$ cat src/rtl/hazard_ctrl_unit.sv
// ============================================================================
// hazard_ctrl_unit : D/X hazard controller (load-use bubbles, multi-cycle
//                    hold, branch flush) with saturating stall/flush counters
// Revision 1.0
// ============================================================================
`default_nettype none

module hazard_ctrl_unit #(
  parameter int LOAD_USE_STALLS = 1,
  parameter int CNT_W           = 16
) (
  input  logic             clk,
  input  logic             rst,
  input  logic [31:0]      instr_D,
  input  logic [31:0]      instr_X,
  input  logic             RegWEn_X,
  input  logic             mc_req_X,
  input  logic             mc_done,
  input  logic             branch_taken_X,
  output logic             PCWrite,
  output logic             IF_ID_write,
  output logic             Control_set_zero,
  output logic             stall_X,
  output logic             flush_D,
  output logic [CNT_W-1:0] stall_cnt,
  output logic [CNT_W-1:0] flush_cnt
);

  localparam logic [6:0] OP_LOAD   = 7'h03;
  localparam logic [6:0] OP_LUI    = 7'h37;
  localparam logic [6:0] OP_AUIPC  = 7'h17;
  localparam logic [6:0] OP_JAL    = 7'h6F;
  localparam logic [6:0] OP_REG    = 7'h33;
  localparam logic [6:0] OP_STORE  = 7'h23;
  localparam logic [6:0] OP_BRANCH = 7'h63;

  localparam logic [2:0]       BCNT_INIT = 3'(LOAD_USE_STALLS - 1);
  localparam logic [CNT_W-1:0] CNT_MAX   = {CNT_W{1'b1}};
  localparam logic [CNT_W-1:0] CNT_ONE   = CNT_W'(1);

  typedef enum logic [1:0] {
    RUN    = 2'd0,
    LSTALL = 2'd1,
    MCWAIT = 2'd2
  } state_t;

  state_t     state, state_nxt;
  logic [2:0] bcnt, bcnt_nxt;

  logic [4:0] rd_x, rs1_d, rs2_d;
  logic [6:0] op_x, op_d;
  logic       uses_rs1, uses_rs2, load_use;
  logic       unused_bits;

  assign rd_x  = instr_X[11:7];
  assign op_x  = instr_X[6:0];
  assign rs1_d = instr_D[19:15];
  assign rs2_d = instr_D[24:20];
  assign op_d  = instr_D[6:0];

  // Fields not involved in hazard detection.
  assign unused_bits = ^{instr_D[31:25], instr_D[14:7], instr_X[31:12]};

  assign uses_rs1 = !((op_d == OP_LUI) || (op_d == OP_AUIPC) || (op_d == OP_JAL));
  assign uses_rs2 = (op_d == OP_REG) || (op_d == OP_STORE) || (op_d == OP_BRANCH);

  assign load_use = (op_x == OP_LOAD) && RegWEn_X && (rd_x != 5'd0) &&
                    ((uses_rs1 && (rs1_d == rd_x)) || (uses_rs2 && (rs2_d == rd_x)));

  always_ff @(posedge clk) begin
    if (rst) begin
      state <= RUN;
      bcnt  <= 3'd0;
    end else begin
      state <= state_nxt;
      bcnt  <= bcnt_nxt;
    end
  end

  // Mealy outputs: hazards stall in the same cycle they are seen.
  always_comb begin
    state_nxt        = state;
    bcnt_nxt         = bcnt;
    PCWrite          = 1'b1;
    IF_ID_write      = 1'b1;
    Control_set_zero = 1'b0;
    stall_X          = 1'b0;
    flush_D          = 1'b0;

    if (!rst) begin
      case (state)
        RUN: begin
          if (branch_taken_X) begin
            flush_D          = 1'b1;
            Control_set_zero = 1'b1;
          end else if (mc_req_X && !mc_done) begin
            PCWrite     = 1'b0;
            IF_ID_write = 1'b0;
            stall_X     = 1'b1;
            state_nxt   = MCWAIT;
          end else if (load_use) begin
            PCWrite          = 1'b0;
            IF_ID_write      = 1'b0;
            Control_set_zero = 1'b1;
            if (LOAD_USE_STALLS > 1) begin
              bcnt_nxt  = BCNT_INIT;
              state_nxt = LSTALL;
            end
          end
        end

        // X already holds a bubble here, so load_use is deliberately ignored.
        LSTALL: begin
          PCWrite          = 1'b0;
          IF_ID_write      = 1'b0;
          Control_set_zero = 1'b1;
          bcnt_nxt         = bcnt - 3'd1;
          if (bcnt <= 3'd1) begin
            state_nxt = RUN;
          end
        end

        MCWAIT: begin
          if (!mc_done) begin
            PCWrite     = 1'b0;
            IF_ID_write = 1'b0;
            stall_X     = 1'b1;
          end else begin
            state_nxt = RUN;
          end
        end

        default: begin
          state_nxt = RUN;
          bcnt_nxt  = 3'd0;
        end
      endcase
    end
  end

  always_ff @(posedge clk) begin
    if (rst) begin
      stall_cnt <= '0;
      flush_cnt <= '0;
    end else begin
      if (!PCWrite && (stall_cnt != CNT_MAX)) begin
        stall_cnt <= stall_cnt + CNT_ONE;
      end
      if (flush_D && (flush_cnt != CNT_MAX)) begin
        flush_cnt <= flush_cnt + CNT_ONE;
      end
    end
  end

endmodule

`default_nettype wire

$ cat config.mk
export PLATFORM = sky130hd
export DESIGN_NAME = hazard_ctrl_unit
export DESIGN_NICKNAME = d
export VERILOG_FILES = /design/src/rtl/hazard_ctrl_unit.sv
export SDC_FILE = /design/constraint.sdc
export NUM_CORES = 1
export LEC_CHECK = 0
export BUFFER_PORTS_ARGS = -buffer_cell sky130_fd_sc_hd__buf_2
export CORE_MARGIN = 5
export CORE_UTILIZATION = 30
export DETAILED_ROUTE_END_ITERATION = 8
export MAX_ROUTING_LAYER = met4
export PLACE_DENSITY = 0.69
export SLEW_MARGIN = 20
export SYNTH_ARGS = -nofsm -noshare
export SYNTH_HDL_FRONTEND = slang
export SYNTH_SLANG_ARGS = --single-unit
$ cat constraint.sdc
create_clock -name clk -period 4.88 [get_ports clk]
set_clock_uncertainty 0.05 [all_clocks]
set_input_delay 0.244 -clock clk [delete_from_list [all_inputs] [get_ports clk]]
set_output_delay 0.244 -clock clk [all_outputs]
set_load 0.02 [all_outputs]
==> flow_metrics.env <==
export IMPL_syn_cell_area_sq_um=1770
export IMPL_drc_errors=0
export IMPL_clock_sinks=33
export IMPL_grt_antenna_before_repair=0
export IMPL_placed_cell_area_sq_um=2190
export IMPL_total_power_uw=525
export IMPL_portBuffers=71
export IMPL_n_antenna_cell=0
export IMPL_drv_slew=0
export IMPL_ios=107
export IMPL_yosysTopAreaCell="dfxtp_1"
export IMPL_area_growth_pct=28.0
export IMPL_final_common_cell="buf_2"
export IMPL_die_h_um=86.9
export IMPL_clockPowerShare_pct=37.3
export IMPL_synth_seq_area_share_pct=37.3
export IMPL_synth_seq_cells=33
export IMPL_start_util_pct=30.5
export IMPL_nets=351
export IMPL_cts_made_buffers=5
export IMPL_cts_tree="yes"
export IMPL_core_area_sq_um=5820
export IMPL_worst_slew_pin_slew_ps=701
export IMPL_cts_buffer_depth=2
export IMPL_via_count=1727
export IMPL_maxCapViolations=0
export IMPL_finalCriticalPeriod_ps=2600
export IMPL_pwr_share_comb_pct=10.5
export IMPL_final_cell_mix="71 x buf_2, 33 x dfxtp_1, 31 x nor2_1"
export IMPL_critPathMostFrequentCell="nor2_1"
export IMPL_synthMuxAreaShare_pct=6.49
export IMPL_yosys_area_share_adder_pct=1.41
export IMPL_clock_root_buffer="clkbuf_8"
export IMPL_p_seq_share_pct=52.3
export IMPL_cp_slowest_cell="o31ai_1"
export IMPL_dpl_hpwl_um=3330
export IMPL_crit_type="flip-flop to flip-flop"
export IMPL_dr_pass1_iters=4
export IMPL_synth_top_area_share_pct=37.3
export IMPL_synth_top_family_by_area="simple AND/OR/NAND/NOR gates"
export IMPL_rows=28
export IMPL_syn_avg_cell_area_sq_um=8.48
export IMPL_p_leak_uw=0.00107
export IMPL_cpPeakStageDelay_ps=630
export IMPL_endpoint_kind="flip-flop"
export IMPL_wl_um=4380
export IMPL_synth_nets=281
export IMPL_track_usage_pct=12.0
export IMPL_dieWidth_um=86.9
export IMPL_netlist_top_cells_area="dfxtp_1 37%, xor2_1 6.9%, nor2_1 6.6%"
export IMPL_synthSimpleGateAreaFrac_pct=30.5
export IMPL_routedWlPerCell_um=12.3
export IMPL_grt_max_degree=41
export IMPL_start_kind="flip-flop"
export IMPL_swShare_pct=24.7
export IMPL_ant_nets=0
export IMPL_grt_overflow=0
export IMPL_netlist_instances=209
export IMPL_cts_setup_buffers=0
export IMPL_grt_pass1_vias=1687
export IMPL_pre_cts_slack_ps=2230
export IMPL_clkLatencyLatePin_ps=280
export IMPL_pwr_density_cell_nw_per_um2=231
export IMPL_grt_first_pass_wirelength_um=7280
export IMPL_synth_compound_area_share_pct=7.41
export IMPL_synth_xor_area_share_pct=12.8
export IMPL_slew_headroom_pct=52.8
export IMPL_crit_required_ps=4970
export IMPL_drt_initial_drc_count=42
export IMPL_fin_hold_ws_ps=246
export IMPL_via_per_inst=4.86
export IMPL_gp_congestion=0.860
export IMPL_p_sw_uw=130
export IMPL_synth_distinct_cells=34
export IMPL_fmax_mhz=384
export IMPL_internal_power_uw=395
export IMPL_drive_above_1_share_pct=30.4
export IMPL_min_delay_path_class="input port to flip-flop"
export IMPL_cts_hold_buf=0
export IMPL_die_area_sq_um=7550
export IMPL_setup_violations=0
export IMPL_clk_pin_slew_ps=70
export IMPL_hold_viol=0
export IMPL_final_cell_area_sq_um=2270
export IMPL_rsz0062_at_grt="no"
export IMPL_tns_ps=0
export IMPL_outcome="finished, final reports clean"
export IMPL_synth_warnings=0
export IMPL_finalWorstSetupSlack_ps=2280
export IMPL_peakVddDrop_mv=0.117
export IMPL_arrival_ps=2700
export IMPL_path_cells="ha_1, nand2_1, or3_1, o31ai_1, nor2_1, and3_1, xnor2_1, nor2_1"
export IMPL_period_share_pct=53.4
export IMPL_ctsResizeCount=0
export IMPL_path_max_fanout=6
export IMPL_htree_levels=2
-- stage by stage --
step / instances / util [%]
global route: 355 / 39.0
global placement: 347 / 37.6
CTS: 355 / 39.0
finish: 355 / 39.0
detailed placement: 347 / 37.6
floorplan: 209 / -
-- synthesized netlist by cell type, drive strengths merged --
| library cell | instances |
|---|---|
| xor2 | 14 |
| and3 | 14 |
| clkbuf | 6 |
| nand4 | 16 |
| o31ai | 1 |
| a211oi | 2 |
| a31o | 4 |
| nand3b | 1 |
| nor2 | 31 |
| o2111ai | 1 |
| and2 | 1 |
| nor4b | 1 |
| nand3 | 8 |
| and4 | 2 |
| or2 | 1 |
| nor2b | 8 |
| a211o | 2 |
| xnor2 | 12 |
| or3 | 1 |
| inv | 8 |
| mux2i | 7 |
| a21oi | 6 |
| o21ai | 1 |
| nand2b | 7 |
| buf | 3 |
| mux2 | 4 |
| ha | 2 |
| dfxtp | 33 |
| nor3 | 1 |
| a21o | 1 |
| or4 | 2 |
| nand2 | 8 |
-- state kept, by name, summed over array words and instances (netlist names) --
signal,count
stall_cnt,16
flush_cnt,16
state,1
-- worst paths after layout --
check	startpoint	endpoint	slack, ps	depth (start not counted)
setup / recovery	flush_cnt[0]	flush_cnt[10]	2280	8
hold / removal	mc_req_X	state[1]	250	3
setup reg to reg	flush_cnt[0]	flush_cnt[10]	2280	8
hold reg to reg	stall_cnt[6]	stall_cnt[6]	440	1
-- power groups by stage --
stage / clock (uW) / combinational (uW) / sequential [uW]
after floorplan: 0 / 28.4 / 283
after global placement: 0 / 54.3 / 280
after detailed placement: 0 / 55.1 / 280
after CTS: 207 / 55.4 / 274
after global routing: 217 / 61.3 / 275
final: 196 / 54.9 / 274
-- area by class of cell --
type | instances | area (sq um)
Fill cell | 626 | 3550
Multi-Input combinational cell | 159 | 1040
Sequential cell | 33 | 661
Timing Repair Buffer | 72 | 363
Tap cell | 75 | 93.8
Clock buffer | 6 | 72.6
Inverter | 8 | 30.0
Clock inverter | 2 | 10.0
-- logic make-up after synthesis --
| group | Yosys count |
|---|---|
| buffers and inverters | 17 |
| adder cells (fa/ha/maj) | 2 |
| multiplexers | 11 |
| flip-flops | 33 |
| XOR/XNOR | 26 |
| AND/OR/NAND/NOR | 102 |
| AO/OA/AOI/OAI | 18 |
-- critical path: cells and delay by family, from the launching register on --
family | cells | cell delay [ps]
simple gates | 5 | 1050
compound gates | 1 | 630
flops | 1 | 400
fa+ha+maj | 1 | 200
xor+xnor | 1 | 140
-- layer usage --
layer	up-vias	wire length, um	GRT usage, %
met2	66	1970	20.4
met3	7	492	3.97
met5	-	0	-
met1	789	1860	13.1
met4	0	61	3.97
li1	865	-	-
Note: power is estimated with default switching activity, not from simulation.
